===== src/rtl/pulse_seq_pkg.sv =====
// Shared definitions for the pulse sequencer: default sizing, FSM state
// encoding and the timer width helper.
package pulse_seq_pkg;

    localparam int NUM_CH_DEF = 8;
    localparam int CNT_W_DEF  = 17;
    localparam int MULT_W_DEF = 5;

    typedef enum logic [1:0] {
        ST_IDLE  = 2'd0,
        ST_DELAY = 2'd1,
        ST_PULSE = 2'd2,
        ST_DONE  = 2'd3
    } seq_state_t;

    // Width that holds ticks*(mult+1) for the largest ticks and mult.
    function automatic int tmr_w(input int cnt_w, input int mult_w);
        return cnt_w + mult_w + 1;
    endfunction

endpackage


===== src/rtl/seq_timer.sv =====
// Prescaled down-counter shared by the DELAY and PULSE phases. On load it
// holds ticks*(mult+1)-1 and counts down; zero marks the final cycle.
module seq_timer
    import pulse_seq_pkg::*;
#(
    parameter int CNT_W  = CNT_W_DEF,
    parameter int MULT_W = MULT_W_DEF
) (
    input  logic              clk,
    input  logic              rst_n,
    input  logic              load,
    input  logic              tick,
    input  logic [CNT_W-1:0]  ticks,
    input  logic [MULT_W-1:0] mult,
    output logic              zero
);

    localparam int TW = tmr_w(CNT_W, MULT_W);

    logic [TW-1:0] cnt_q;
    logic [TW-1:0] span;

    assign span = TW'(ticks) * (TW'(mult) + TW'(1));

    // A zero span still occupies one cycle, so it loads as 0 like a span of 1.
    always_ff @(posedge clk or negedge rst_n) begin
        if (!rst_n) begin
            cnt_q <= '0;
        end else if (load) begin
            cnt_q <= (span == '0) ? '0 : span - TW'(1);
        end else if (tick && cnt_q != '0) begin
            cnt_q <= cnt_q - TW'(1);
        end
    end

    assign zero = (cnt_q == '0);

endmodule


===== src/rtl/pulse_sequencer.sv =====
// Walks channels 0..NUM_CH-1 in order, waiting each channel's delay and then
// driving its ex bit for its duration; one shared timer paces both phases.
module pulse_sequencer
    import pulse_seq_pkg::*;
#(
    parameter  int NUM_CH   = NUM_CH_DEF,
    parameter  int CNT_W    = CNT_W_DEF,
    parameter  int MULT_W   = MULT_W_DEF,
    localparam int CH_W     = (NUM_CH > 1) ? $clog2(NUM_CH) : 1,
    // One extra code point so an out-of-range index can be presented and rejected.
    localparam int CFG_CH_W = $clog2(NUM_CH + 1)
) (
    input  logic                clk,
    input  logic                rst_n,
    input  logic                start,
    input  logic                abort,
    input  logic                cfg_we,
    input  logic [CFG_CH_W-1:0] cfg_ch,
    input  logic                cfg_sel,
    input  logic [CNT_W-1:0]    cfg_data,
    input  logic [MULT_W-1:0]   cfg_mult,
    output logic [NUM_CH-1:0]   ex,
    output logic                busy,
    output logic                end_flg,
    output logic                cfg_err
);

    seq_state_t state_q, state_d;
    logic [CH_W-1:0] ch_q, ch_d;

    logic [NUM_CH-1:0][CNT_W-1:0]  dly_q;
    logic [NUM_CH-1:0][CNT_W-1:0]  dur_q;
    logic [NUM_CH-1:0][MULT_W-1:0] mult_q;

    logic              cfg_hit, cfg_ok;
    logic [CH_W-1:0]   cfg_idx;
    logic              tmr_load, tmr_tick, tmr_zero;
    logic [CNT_W-1:0]  tmr_ticks;
    logic [MULT_W-1:0] tmr_mult;
    logic [NUM_CH-1:0] ex_d;

    assign cfg_hit = (cfg_ch < CFG_CH_W'(NUM_CH));
    assign cfg_ok  = cfg_we && (state_q == ST_IDLE) && cfg_hit;
    assign cfg_idx = cfg_ch[CH_W-1:0];

    always_ff @(posedge clk or negedge rst_n) begin
        if (!rst_n) begin
            dly_q  <= '0;
            dur_q  <= '0;
            mult_q <= '0;
        end else if (cfg_ok) begin
            if (cfg_sel) dur_q[cfg_idx] <= cfg_data;
            else         dly_q[cfg_idx] <= cfg_data;
            mult_q[cfg_idx] <= cfg_mult;
        end
    end

    always_comb begin
        state_d = state_q;
        ch_d    = ch_q;
        case (state_q)
            ST_IDLE: begin
                if (start && !abort) begin
                    state_d = ST_DELAY;
                    ch_d    = '0;
                end
            end
            ST_DELAY: begin
                if (tmr_zero) state_d = ST_PULSE;
            end
            ST_PULSE: begin
                if (tmr_zero) begin
                    if (ch_q == CH_W'(NUM_CH - 1)) begin
                        state_d = ST_DONE;
                    end else begin
                        state_d = ST_DELAY;
                        ch_d    = ch_q + CH_W'(1);
                    end
                end
            end
            default: state_d = ST_IDLE;
        endcase
        if (abort && state_q != ST_IDLE) begin
            state_d = ST_IDLE;
            ch_d    = '0;
        end
    end

    // Reload on every phase entry, using the values of the phase being entered.
    assign tmr_load  = (state_d == ST_DELAY || state_d == ST_PULSE) && (state_d != state_q);
    assign tmr_tick  = (state_q == ST_DELAY || state_q == ST_PULSE);
    assign tmr_ticks = (state_d == ST_DELAY) ? dly_q[ch_d] : dur_q[ch_d];
    assign tmr_mult  = mult_q[ch_d];

    seq_timer #(
        .CNT_W  (CNT_W),
        .MULT_W (MULT_W)
    ) u_timer (
        .clk   (clk),
        .rst_n (rst_n),
        .load  (tmr_load),
        .tick  (tmr_tick),
        .ticks (tmr_ticks),
        .mult  (tmr_mult),
        .zero  (tmr_zero)
    );

    // ex is registered from the next state so it lines up exactly with PULSE.
    always_comb begin
        ex_d = '0;
        if (state_d == ST_PULSE && dur_q[ch_d] != '0) ex_d[ch_d] = 1'b1;
    end

    always_ff @(posedge clk or negedge rst_n) begin
        if (!rst_n) begin
            state_q <= ST_IDLE;
            ch_q    <= '0;
            ex      <= '0;
            busy    <= 1'b0;
            end_flg <= 1'b0;
            cfg_err <= 1'b0;
        end else begin
            state_q <= state_d;
            ch_q    <= ch_d;
            ex      <= ex_d;
            busy    <= (state_d == ST_DELAY) || (state_d == ST_PULSE);
            end_flg <= (state_d == ST_DONE);
            cfg_err <= cfg_we && !cfg_ok;
        end
    end

endmodule


===== config.mk =====
export PLATFORM = sky130hd
export DESIGN_NAME = pulse_sequencer
export DESIGN_NICKNAME = d
export VERILOG_FILES = /design/src/rtl/pulse_seq_pkg.sv /design/src/rtl/seq_timer.sv /design/src/rtl/pulse_sequencer.sv
export SDC_FILE = /design/constraint.sdc
export NUM_CORES = 1
export LEC_CHECK = 0
export CORE_MARGIN = 2
export CORE_UTILIZATION = 45
export DETAILED_ROUTE_END_ITERATION = 10
export GPL_TIMING_DRIVEN = 0
export SKIP_LAST_GASP = 1
export SLEW_MARGIN = 30
export SYNTH_ARGS = -nofsm -noshare
export SYNTH_HDL_FRONTEND = slang
export SYNTH_SLANG_ARGS = --single-unit

===== constraint.sdc =====
create_clock -name clk -period 7.7 [get_ports clk]
set_input_delay 1.54 -clock clk [delete_from_list [all_inputs] [get_ports clk]]
set_output_delay 1.54 -clock clk [all_outputs]
set_load 0.01 [all_outputs]

==> results of run 1 <==
[final cells by class]
| type | instances | share of cell area |
|---|---|---|
| antenna | 1 | 0.00009917 |
| buffer | 98 | 0.02747 |
| clock buffer | 60 | 0.04864 |
| clock inverter | 11 | 0.003520 |
| inverter | 109 | 0.01706 |
| multi-input combinational | 1425 | 0.4776 |
| sequential | 351 | 0.3481 |
| tap | 600 | 0.02975 |
| timing repair buffer | 129 | 0.04780 |
[routing by layer]
metal | wire (um) | global-route usage | vias to the layer above
li1 | - | - | 7292
met4 | 2420 | 0.1020 | 2
met3 | 3880 | 0.04843 | 159
met1 | 27480 | 0.3560 | 8366
met5 | 14 | 0 | -
met2 | 31110 | 0.4583 | 582
[state kept, by name, summed over array words and instances, names as in the netlist]
register	count
ch_q	3
busy	1
cfg_err	1
dly_q	136
dur_q	136
mult_q	40
ex	8
end_flg	1
state_q	2
u_timer.cnt_q	23
[worst max-delay path by stage]
stage / from / end / slack, ns / cells past startpoint
5_1_grt: abort / u_timer.cnt_q[18] / -0.92 / 33
2_1_floorplan: abort / u_timer.cnt_q[18] / -1.08 / 29
6_report: abort / u_timer.cnt_q[18] / -0.72 / 30
3_5_place_dp: abort / u_timer.cnt_q[18] / -4.08 / 29
3_3_place_gp: rst_n / dly_q[100] / -10.33 / 1
4_1_cts: abort / u_timer.cnt_q[18] / -0.59 / 32
[power breakdown]
part | total (mW) | internal, mW | switching (mW)
Clock | 1.92 | 1.11 | 0.807
Combinational | 5.66 | 2.57 | 3.09
Sequential | 2.72 | 2.38 | 0.337
[cells by family after synthesis]
| logic type | Yosys count | synth area share |
|---|---|---|
| adders and majority gates | 103 | 0.08448 |
| DFF | 351 | 0.4248 |
| xor gates and xnor gates | 57 | 0.02451 |
| buffers and inverters | 211 | 0.04224 |
| and+or+nand+nor | 688 | 0.1592 |
| muxes | 351 | 0.1883 |
| AOI/OAI and AO/OA | 226 | 0.07650 |
[cells in the final DEF (no fill, tap or decap), drive strengths merged, types with 16 or more instances in the layout]
cell type,count
a21oi,42
buf,134
nand4,19
inv,109
dfrtp,351
mux2,300
xnor2,31
ha,42
fa,61
clkdlybuf4s50,38
nor3,43
nand2,293
nor2b,16
nor2,97
o22ai,21
nor4,16
o21ai,39
nand3,89
xor2,26
clkbuf,115
o211ai,18
and2,44
mux2i,51
a31oi,18
[through the flow]
stage               hold WS (ns)  setup TNS, ns    util  cells
floorplan                 0.4450         -22.49       -   1987
global placement          0.4581       -3699.13  0.4837   2628
detailed placement        0.4624         -92.23  0.4881   2637
CTS                       0.4784         -12.35  0.5499   2767
global route              0.4893         -19.98  0.5560   2783
finish                    0.4753         -15.18  0.5561   2784
[timing repair]
action | 4_1_cts | 5_1_grt
pin swaps | 48 | 37
setup endpoints to repair | 23 | 23
hold buffers | 0 | 0
gates resized for setup | 247 | 33
setup buffers | 60 | 18
gates cloned | 2 | 0
[worst register-to-register path: cells and delay by family (launching register included)]
family          cells  cell delay [ns]
flops               1             0.44
compound gates      6             2.12
fa+ha+maj           4             1.78
xor+xnor            2             0.41
buf+inv             7             0.87
simple gates       11             2.62
==> impl_results.md, run 1 <==
- Worst Hold Depth: 2
- Post-synth top area share: 0.4248
- Worst slew pin tran: 1.115 ns
- Die X: 218.3 um
- CTS tree: done
- Worst VDD drop: 330.3 uV
- Largest area contributor in the netlist: dfrtp_1
- GRT overflow: 0
- Most frequent cell after synthesis: dfrtp_1
- Via count of the routed design: 16.40k
- Antenna-violating nets left: 0
- Largest net degree at the start of global routing: 80
- Unique masters post-synth: 90
- Worst path max stage delay: 0.64 ns
- Routability cong.: 0.9003
- Sequential cell area: 0.008783 mm2
- Wirelength per Cell: 23.31 um
- Slowest stage cell, crit path: a31oi_2
- Failing checks: negative setup slack
- Max_cap viols: 0
- Drt total wl: 64.90 mm
- Dpl ws: -4.084 ns
- Critical path class: in2reg
- Pwr Density: 407.9 mW/mm2
- Worst skew pair latency: 0.57 ns
- Final min period: 8.424 ns
- Share of cells above drive strength 1: 0.3087
- CTS max path bufs: 3
- Growth of design area from synthesis to finish: 22.05%
- DR iter-0 viols: 1430
- Initial antenna violation count: 1
- Number of global-route vias before repair: 16.55k
- Unrepaired setup endpoints after global routing: yes
- Slew Viols, Final: 0
- Syn Inst Count: 1987
- GR Util All Layers: 0.2743
- Final critical-path share of the clock period: 1.094
- CP endpoint kind: register
- Total CTS buffers: 40
- Mapped Area: 0.02067 mm2
- CTS root buf: clkbuf_16
- Final WS setup: -0.7236 ns
- First-pass GRT wire length: 99.13 mm
- Highest clock rate: 118.7 MHz
- R2R setup slack: -0.64 ns
- Prevailing post-synth register cell: dfrtp_1
- Seq/Total Area, Yosys: 0.4248
- CP Max Fanout: 10
- CP Buf/Inv Count: 8
- Leakage: 11.27 nW
- Synth area leaders: dfrtp_1, mux2_2, fa_1
- R2R cell count: 30
- Die area: 0.04767 mm2
- Pwr Total: 10.29 mW
- Initial Util: 0.4556
- Clock Pin Slew Worst Setup and Hold Paths: 0.06 ns
- Count of input and output buffers: 41
- Num rows: 78
- #FFs+latches synth: 351
- Chip height: 218.3 um
- Multi-input logic area: 0.01205 mm2
- Final setup skew: 0.01600 ns
- Remaining DRCs: 0
- Worst hold start: mult_q[7]
- Crit path DAT: 8.88 ns
- Asr flop ratio synth: 1.000
- Status: finished with violations
- CP Data Required Time: 8.15 ns
- Placed inst area: 0.02215 mm2
- Final setup vio count: 23
- Crit-path leading delay family: compound AO/OA/AOI/OAI gates
- Ys Warns: 0
- CTS sink count: 351
- Nets: 2289
- Hold Violations, Final: 0
- Synth top cells by count: dfrtp_1, mux2_2, nand2_1, inv_1, nor2_1
- Reg2Reg Launch Point: u_timer.cnt_q[18]
- Post-DP HPWL: 45.39 mm
- Slew HR: 0.2537
- Hold WC Path Type: reg2reg
- Worst Hold End: mult_q[7]
- Placeable Area: 0.04538 mm2
- Post-DR vias/cell: 5.891
- Mapped Nets: 2122
- EDFF count, synth: 0
- Pre-antenna DRT Iters: 7
- Reg2Reg Capture Point: u_timer.cnt_q[18]
- Startpoint class of the critical path: input port
- Design Area, Final: 0.02523 mm2
- H-tree depth: 2
- Top-level port count: 43
- Final-layout fill cell count: 3961
- Syn Area/Cell: 10.41 um2
(Power assumes the default switching activity.)
==> inputs of run 2 (changes only) <==
CORE_ASPECT_RATIO = 0.5   (was not set)
CORE_MARGIN = not set   (was 2)
SYNTH_HIERARCHICAL = 1   (was not set)
==> run 2 against run 1 <==
Net effect: routed wire length grew 0.51%; sequential power is essentially flat; synthesized cell count shrank 1.7%; the flow still finishes with violations (negative setup slack); fmax grew 3.5%; core utilization grew 1.4 points.
==> impl_results.md, run 2 <==
- Mapped Nets: 2089 (-1.6%)
- H-tree depth: 2 (unchanged)
- Antenna-violating nets left: 0 (unchanged)
- Die area: 0.04755 mm2 (-0.27%)
- Syn Inst Count: 1954 (-1.7%)
- CP endpoint kind: register
- Most frequent cells in the layout: dfrtp_1, mux2_2, nand2_1, buf_4, inv_1
- Slew Viols, Final: 0 (unchanged)
- Worst path max stage delay: 0.51 ns (-0.13 ns)
- Worst slew pin tran: 0.9395 ns (-0.1758 ns)
- Critical path class: reg2reg
- WHS: 0.4805 ns (+0.005185 ns)
- Routability cong.: 0.8952 (-0.57%)
- Total CTS buffers: 36 (-10%)
- GR Util All Layers: 0.2777 (+0.003344)
- Prevailing post-synth register cell: dfrtp_1
- Ys Warns: 6 (+6)
- DR iter-0 viols: 1329 (-7.1%)
- Status: finished with violations
- Share of cells above drive strength 1: 0.3442 (+0.03545)
- Initial Util: 0.4599 (+0.004282)
- Largest area contributor in the netlist: dfrtp_1
- Initial antenna violation count: 5 (+4)
- Commonest non-fill, non-tap cell in the layout: dfrtp_1
- Remaining DRCs: 0 (unchanged)
- First-pass GRT wire length: 99.80 mm (+0.67%)
- Number of global-route vias before repair: 16.27k (-1.7%)
- Worst VDD drop: 416.9 uV (+26%)
- Clock Pin Slew Worst Setup and Hold Paths: 0.06 ns (about the same)
- Pre-antenna DRT Iters: 5 (-2)
- Seq/Total Area, Yosys: 0.4186 (-0.006207)
- Leakage: 11.74 nW (+4.2%)
- Nets: 2293 (+0.17%)
- Startpoint class of the critical path: register
- Chip height: 154.7 um (-29%)
- Placeable Area: 0.04563 mm2 (+0.54%)
- Growth of design area from synthesis to finish: 23.98%
- Asr flop ratio synth: 1.000 (unchanged)
- GRT overflow: 0 (unchanged)
- Final setup skew: 0.02147 ns (+0.005473 ns)
- Slowest stage cell, crit path: fa_1
- CTS tree: done
- EDFF count, synth: 0 (unchanged)
- Wirelength per Cell: 23.21 um (-0.45%)
- Final setup vio count: 23 (unchanged)
- Largest net degree at the start of global routing: 83 (+3.8%)
- Final min period: 8.140 ns (-0.2836 ns)
- Highest clock rate: 122.9 MHz (+3.5%)
- Crit path DAT: 8.53 ns (-0.35 ns)
- Top-level port count: 43 (unchanged)
- Regs by FF count: dly_q x136, dur_q x136, mult_q x40
- Final WS setup: -0.4400 ns (+0.2836 ns)
- Post-synth top area share: 0.4186 (-0.006207)
- Mapped Area: 0.02098 mm2 (+1.5%)
- Post-DP HPWL: 44.74 mm (-1.4%)
- Hold WC Path Type: reg2reg
- Via count of the routed design: 16.32k (-0.52%)
- Syn Area/Cell: 10.74 um2 (+3.2%)
- CP Data Required Time: 8.09 ns (-0.06 ns)
- Hold Violations, Final: 0 (unchanged)
- Num rows: 55 (-29%)
- Dpl ws: -3.216 ns (+0.8684 ns)
- Slew HR: 0.3737 (+0.1200)
- CTS root buf: clkbuf_16
- Failing checks: negative setup slack
- Unique masters post-synth: 111 (+23%)
- Max_cap viols: 0 (unchanged)
- Drt total wl: 65.23 mm (+0.51%)
- Post-DR vias/cell: 5.804 (-1.5%)
- #FFs+latches synth: 351 (unchanged)
- Unrepaired setup endpoints after global routing: yes
- Worst skew pair latency: 0.56 ns (about the same)
- Die X: 307.4 um (+41%)
- CTS sink count: 351 (unchanged)
- Pwr Density: 464.0 mW/mm2 (+14%)
- Most frequent cell after synthesis: dfrtp_1
- Synth top cells by count: dfrtp_1, mux2_2, nand2_1, inv_1, a21oi_1
- Final TNS setup: -9.513 ns (+5.669 ns)
- Synth area leaders: dfrtp_1, mux2_2, fa_1
- Pwr Total: 12.07 mW (+17%)
- CTS max path bufs: 3 (unchanged)
- CP Max Fanout: 8 (-2)
- Final critical-path share of the clock period: 1.057 (-0.03684)
- Count of input and output buffers: 41 (unchanged)
run 2: kinds of logic after synthesis:
group / synth area share
buffers and inverters: 0.04174
AND/OR/NAND/NOR: 0.1457
multiplexers: 0.1797
flip-flops: 0.4186
AO/OA/AOI/OAI: 0.1101
adder cells (fa/ha/maj): 0.08325
XOR/XNOR: 0.02081
run 2: what timing repair did:
item,4_1_cts,5_1_grt
pin swaps,78,23
hold buffers,0,0
setup buffers,109,13
setup endpoints to repair,23,23
gates resized for setup,237,18
gates cloned,3,0
run 2: layout make-up:
cell class	instances	area, um2
repair buffers	168	1610
plain buffers	102	865.8
well taps	627	784.5
inverters	104	400.4
diodes	5	12.51
multi-input cells	1395	12390
flip-flops and latches	351	8783
clock buffers	53	1096
fillers	3944	19610
clock inverters	6	73.82
run 2: power by group:
part	internal (mW)	leakage, nW	total, mW	switching, mW
combinational	3.52	6.53	7.59	4.08
sequential	2.39	4.63	2.71	0.320
clock	0.991	0.576	1.77	0.779
run 2: worst max-delay path: cells and delay by family (launching register included):
family	cells	cell delay, ns
AOI/OAI and AO/OA	10	2.25
xor gates and xnor gates	1	0.14
adders and majority gates	6	2.05
DFF	1	0.39
and+or+nand+nor	9	2.00
buffers and inverters	10	1.13
run 2: layer usage:
layer	global-route usage	wire, um	share of wire	vias up
met2	0.4190	28680	0.44	518
met5	0	0	0	-
li1	-	-	-	7320
met4	0.07629	1667	0.026	0
met3	0.09071	6213	0.095	117
met1	0.3822	28670	0.44	8360
run 2: worst paths after layout:
path	start	to	slack [ns]	cells past startpoint
setup / recovery	u_timer/cnt_q[1]	u_timer/cnt_q[19]	-0.44	36
hold / removal	mult_q[11]	mult_q[11]	0.48	2
setup reg to reg	u_timer/cnt_q[1]	u_timer/cnt_q[19]	-0.44	36
hold reg to reg	mult_q[11]	mult_q[11]	0.48	2
max in group asynchronous	rst_n	mult_q[16]	5.60	3
min in group asynchronous	rst_n	dur_q[58]	0.90	1
run 2: through the flow:
| stage | instances | instance area, um2 | utilization |
|---|---|---|---|
| finish | 2811 | 26010 | 0.5701 |
| global route | 2810 | 26010 | 0.5701 |
| detailed placement | 2626 | 22640 | 0.4963 |
| CTS | 2794 | 25830 | 0.5662 |
| floorplan | 1954 | 21300 | - |
| global placement | 2622 | 22490 | 0.4929 |
==> inputs of run 3 (changes only) <==
CORE_MARGIN = 1.5   (was not set)
==> run 3 against run 2 <==
Net effect: combinational power shrank 0.9%; fmax rose by 2.1%; core utilization hardly changed; clock power shrank 8%; sequential power is essentially flat; routed wire length is 1.1% lower; the run still ends with negative setup slack left; final cell count shrank 0.36%; register-to-register slack better by 0.17 ns; die area rose by 0.97%; cell area about the same; critical path type unchanged.
==> impl_results.md, run 3 (synthesized netlist as in run 2, its figures left out) <==
- GRT overflow: 0 (unchanged)
- Sequential cell area: 0.008783 mm2 (unchanged)
- Largest net degree at the start of global routing: 69 (-17%)
- Worst path max stage delay: 0.54 ns (+0.03 ns)
- Dpl cells: 2627 (+0.038%)
- Post-DR vias/cell: 5.809 (about the same)
- First-pass GRT wire length: 98.79 mm (-1.0%)
- Clock Pin Slew Worst Setup and Hold Paths: 0.06 ns (about the same)
- Slew HR: 0.3829 (+0.009242)
- Slowest stage cell, crit path: fa_1
- Design Area, Final: 0.02601 mm2 (about the same)
- Worst skew pair latency: 0.55 ns (about the same)
- Worst slew pin tran: 0.9222 ns (-0.01727 ns)
- Regs by FF count: dly_q x136, dur_q x136, mult_q x40
- Share of cells above drive strength 1: 0.3468 (+0.002632)
- Antenna-violating nets left: 0 (unchanged)
- Final TNS setup: -5.055 ns (+4.459 ns)
- Final core utilization: 0.5701 (about the same)
- Die area: 0.04801 mm2 (+0.97%)
- R2R cell count: 34 (-5.6%)
- Count of input and output buffers: 41 (unchanged)
- Status: finished with violations
- DR iter-0 viols: 1442 (+8.5%)
- CTS max path bufs: 3 (unchanged)
- CTS root buf: clkbuf_16
- CP Data Required Time: 8.10 ns (about the same)
- Commonest non-fill, non-tap cell in the layout: dfrtp_1
- Reg2Reg Launch Point: u_timer/cnt_q[1]
- Chip height: 155.7 um (+0.65%)
- Reg2Reg Capture Point: u_timer/cnt_q[9]
- Number of global-route vias before repair: 16.17k (-0.61%)
- Routability cong.: 0.8882 (-0.78%)
- H-tree depth: 2 (unchanged)
- Failing checks: negative setup slack
- Diodes inserted: 0 (-5)
- Final critical-path share of the clock period: 1.035 (-0.02183)
- Hold Violations, Final: 0 (unchanged)
- Final setup skew: 0.02634 ns (+0.004867 ns)
- Via count of the routed design: 16.27k (-0.27%)
- Initial Util: 0.4599 (unchanged)
- Highest clock rate: 125.4 MHz (+2.1%)
- Post-DP HPWL: 44.69 mm (-0.12%)
- Worst Hold Depth: 2 (unchanged)
- GR Util All Layers: 0.2712 (-0.006463)
- CP Max Fanout: 10 (+2)
- Slew Viols, Final: 0 (unchanged)
- Crit path DAT: 8.37 ns (-0.16 ns)
- CTS tree: done
- Critical path class: reg2reg
- Final WS setup: -0.2719 ns (+0.1681 ns)
- Worst hold start: mult_q[13]
- Total CTS buffers: 34 (-5.6%)
- Growth of design area from synthesis to finish: 23.97% (about the same)
- Startpoint class of the critical path: register
- CTS sink count: 351 (unchanged)
- Worst VDD drop: 410.4 uV (-1.6%)
- Dpl ws: -3.113 ns (+0.1029 ns)
- Most frequent cells in the layout: dfrtp_1, mux2_2, nand2_1, buf_4, inv_1
- Leakage: 11.74 nW (about the same)
- CP endpoint kind: register
- WHS: 0.4804 ns (-0.0001540 ns)
- Unrepaired setup endpoints after global routing: yes
- Pwr Total: 11.86 mW (-1.7%)
- Num rows: 55 (unchanged)
- Drt total wl: 64.49 mm (-1.1%)
- Worst Hold End: mult_q[13]
- Final min period: 7.972 ns (-0.1681 ns)
- Placed inst area: 0.02267 mm2 (+0.12%)
- Multi-input logic area: 0.01240 mm2 (+0.14%)
- Remaining DRCs: 0 (unchanged)
- Placeable Area: 0.04563 mm2 (unchanged)
- R2R setup slack: -0.27 ns (+0.17 ns)
- Top-level port count: 43 (unchanged)
- Final-layout fill cell count: 3935 (-0.23%)
- Final setup vio count: 23 (unchanged)
- Hold WC Path Type: reg2reg
- Pre-antenna DRT Iters: 5 (unchanged)
- Initial antenna violation count: 1 (-4)
- Post-Layout Cell Count: 2801 (-0.36%)
- Max_cap viols: 0 (unchanged)
- Die X: 308.4 um (+0.33%)
- Wirelength per Cell: 23.02 um (-0.78%)
- Pwr Density: 455.9 mW/mm2 (-1.7%)
- Nets: 2293 (unchanged)
[run 3: cell count changes in the layout (fill, tap and decap cells not counted), moves of 4 or more]
| cell | previous run | this run |
|---|---|---|
| inv_2 | 6 | 1 |
| buf_6 | 19 | 23 |
| o22ai_2 | 10 | 6 |
| clkbuf_8 | 22 | 16 |
| inv_1 | 96 | 100 |
| o22ai_1 | 13 | 17 |
| diode_2 | 5 | 0 |
| ha_4 | 8 | 4 |
[run 3: worst max path at each step]
stage | from | endpoint | slack [ns]
3_5_place_dp | abort | u_timer/cnt_q[9] | -3.11
6_report | u_timer/cnt_q[1] | u_timer/cnt_q[9] | -0.27
4_1_cts | u_timer/cnt_q[0] | u_timer/cnt_q[19] | -0.23
2_1_floorplan | abort | u_timer/cnt_q[12] | -0.01
3_3_place_gp | rst_n | mult_q[11] | -10.80
5_1_grt | u_timer/cnt_q[0] | u_timer/cnt_q[11] | -0.54
[run 3: per-layer routing]
layer | track usage | part of all wire | up-vias | routed length (um)
li1 | - | - | 7284 | -
met1 | 0.3869 | 0.46 | 8448 | 29420
met2 | 0.4232 | 0.45 | 458 | 28920
met3 | 0.06248 | 0.080 | 81 | 5188
met4 | 0.05348 | 0.015 | 0 | 965
met5 | 0 | 0 | - | 0
[run 3: area by class of cell]
cell class	count	share of cell area
clock buffer	48	0.03781
clock inverter	4	0.001924
tap	627	0.03016
buffer	103	0.03733
inverter	104	0.01549
multi-input combinational	1396	0.4768
timing repair buffer	168	0.06277
sequential	351	0.3377
[run 3: repair_timing]
item                                    4_1_cts  5_1_grt
hold endpoints to repair                      0        0
gates resized for setup                     226       64
setup buffers                                87       31
hold buffers                                  0        0
endpoints found under the setup margin       23       23
pin swaps                                    72       39
gates cloned                                  4        1
[run 3: critical path, delay by kind of cell (launching register included)]
family                   cells  cell delay (ns)
AND/OR/NAND/NOR             11             2.34
flip-flops                   1             0.38
AO/OA/AOI/OAI                9             2.17
buffers and inverters        8             0.90
adder cells (fa/ha/maj)      5             1.93
multiplexers                 1             0.10
[run 3: report_power, final]
part	total, mW	switching (mW)	internal [mW]	leakage [nW]
clock	1.63	0.743	0.891	0.508
sequential	2.71	0.320	2.39	4.63
combinational	7.52	4.06	3.46	6.60
total	11.9	5.12	6.74	11.7
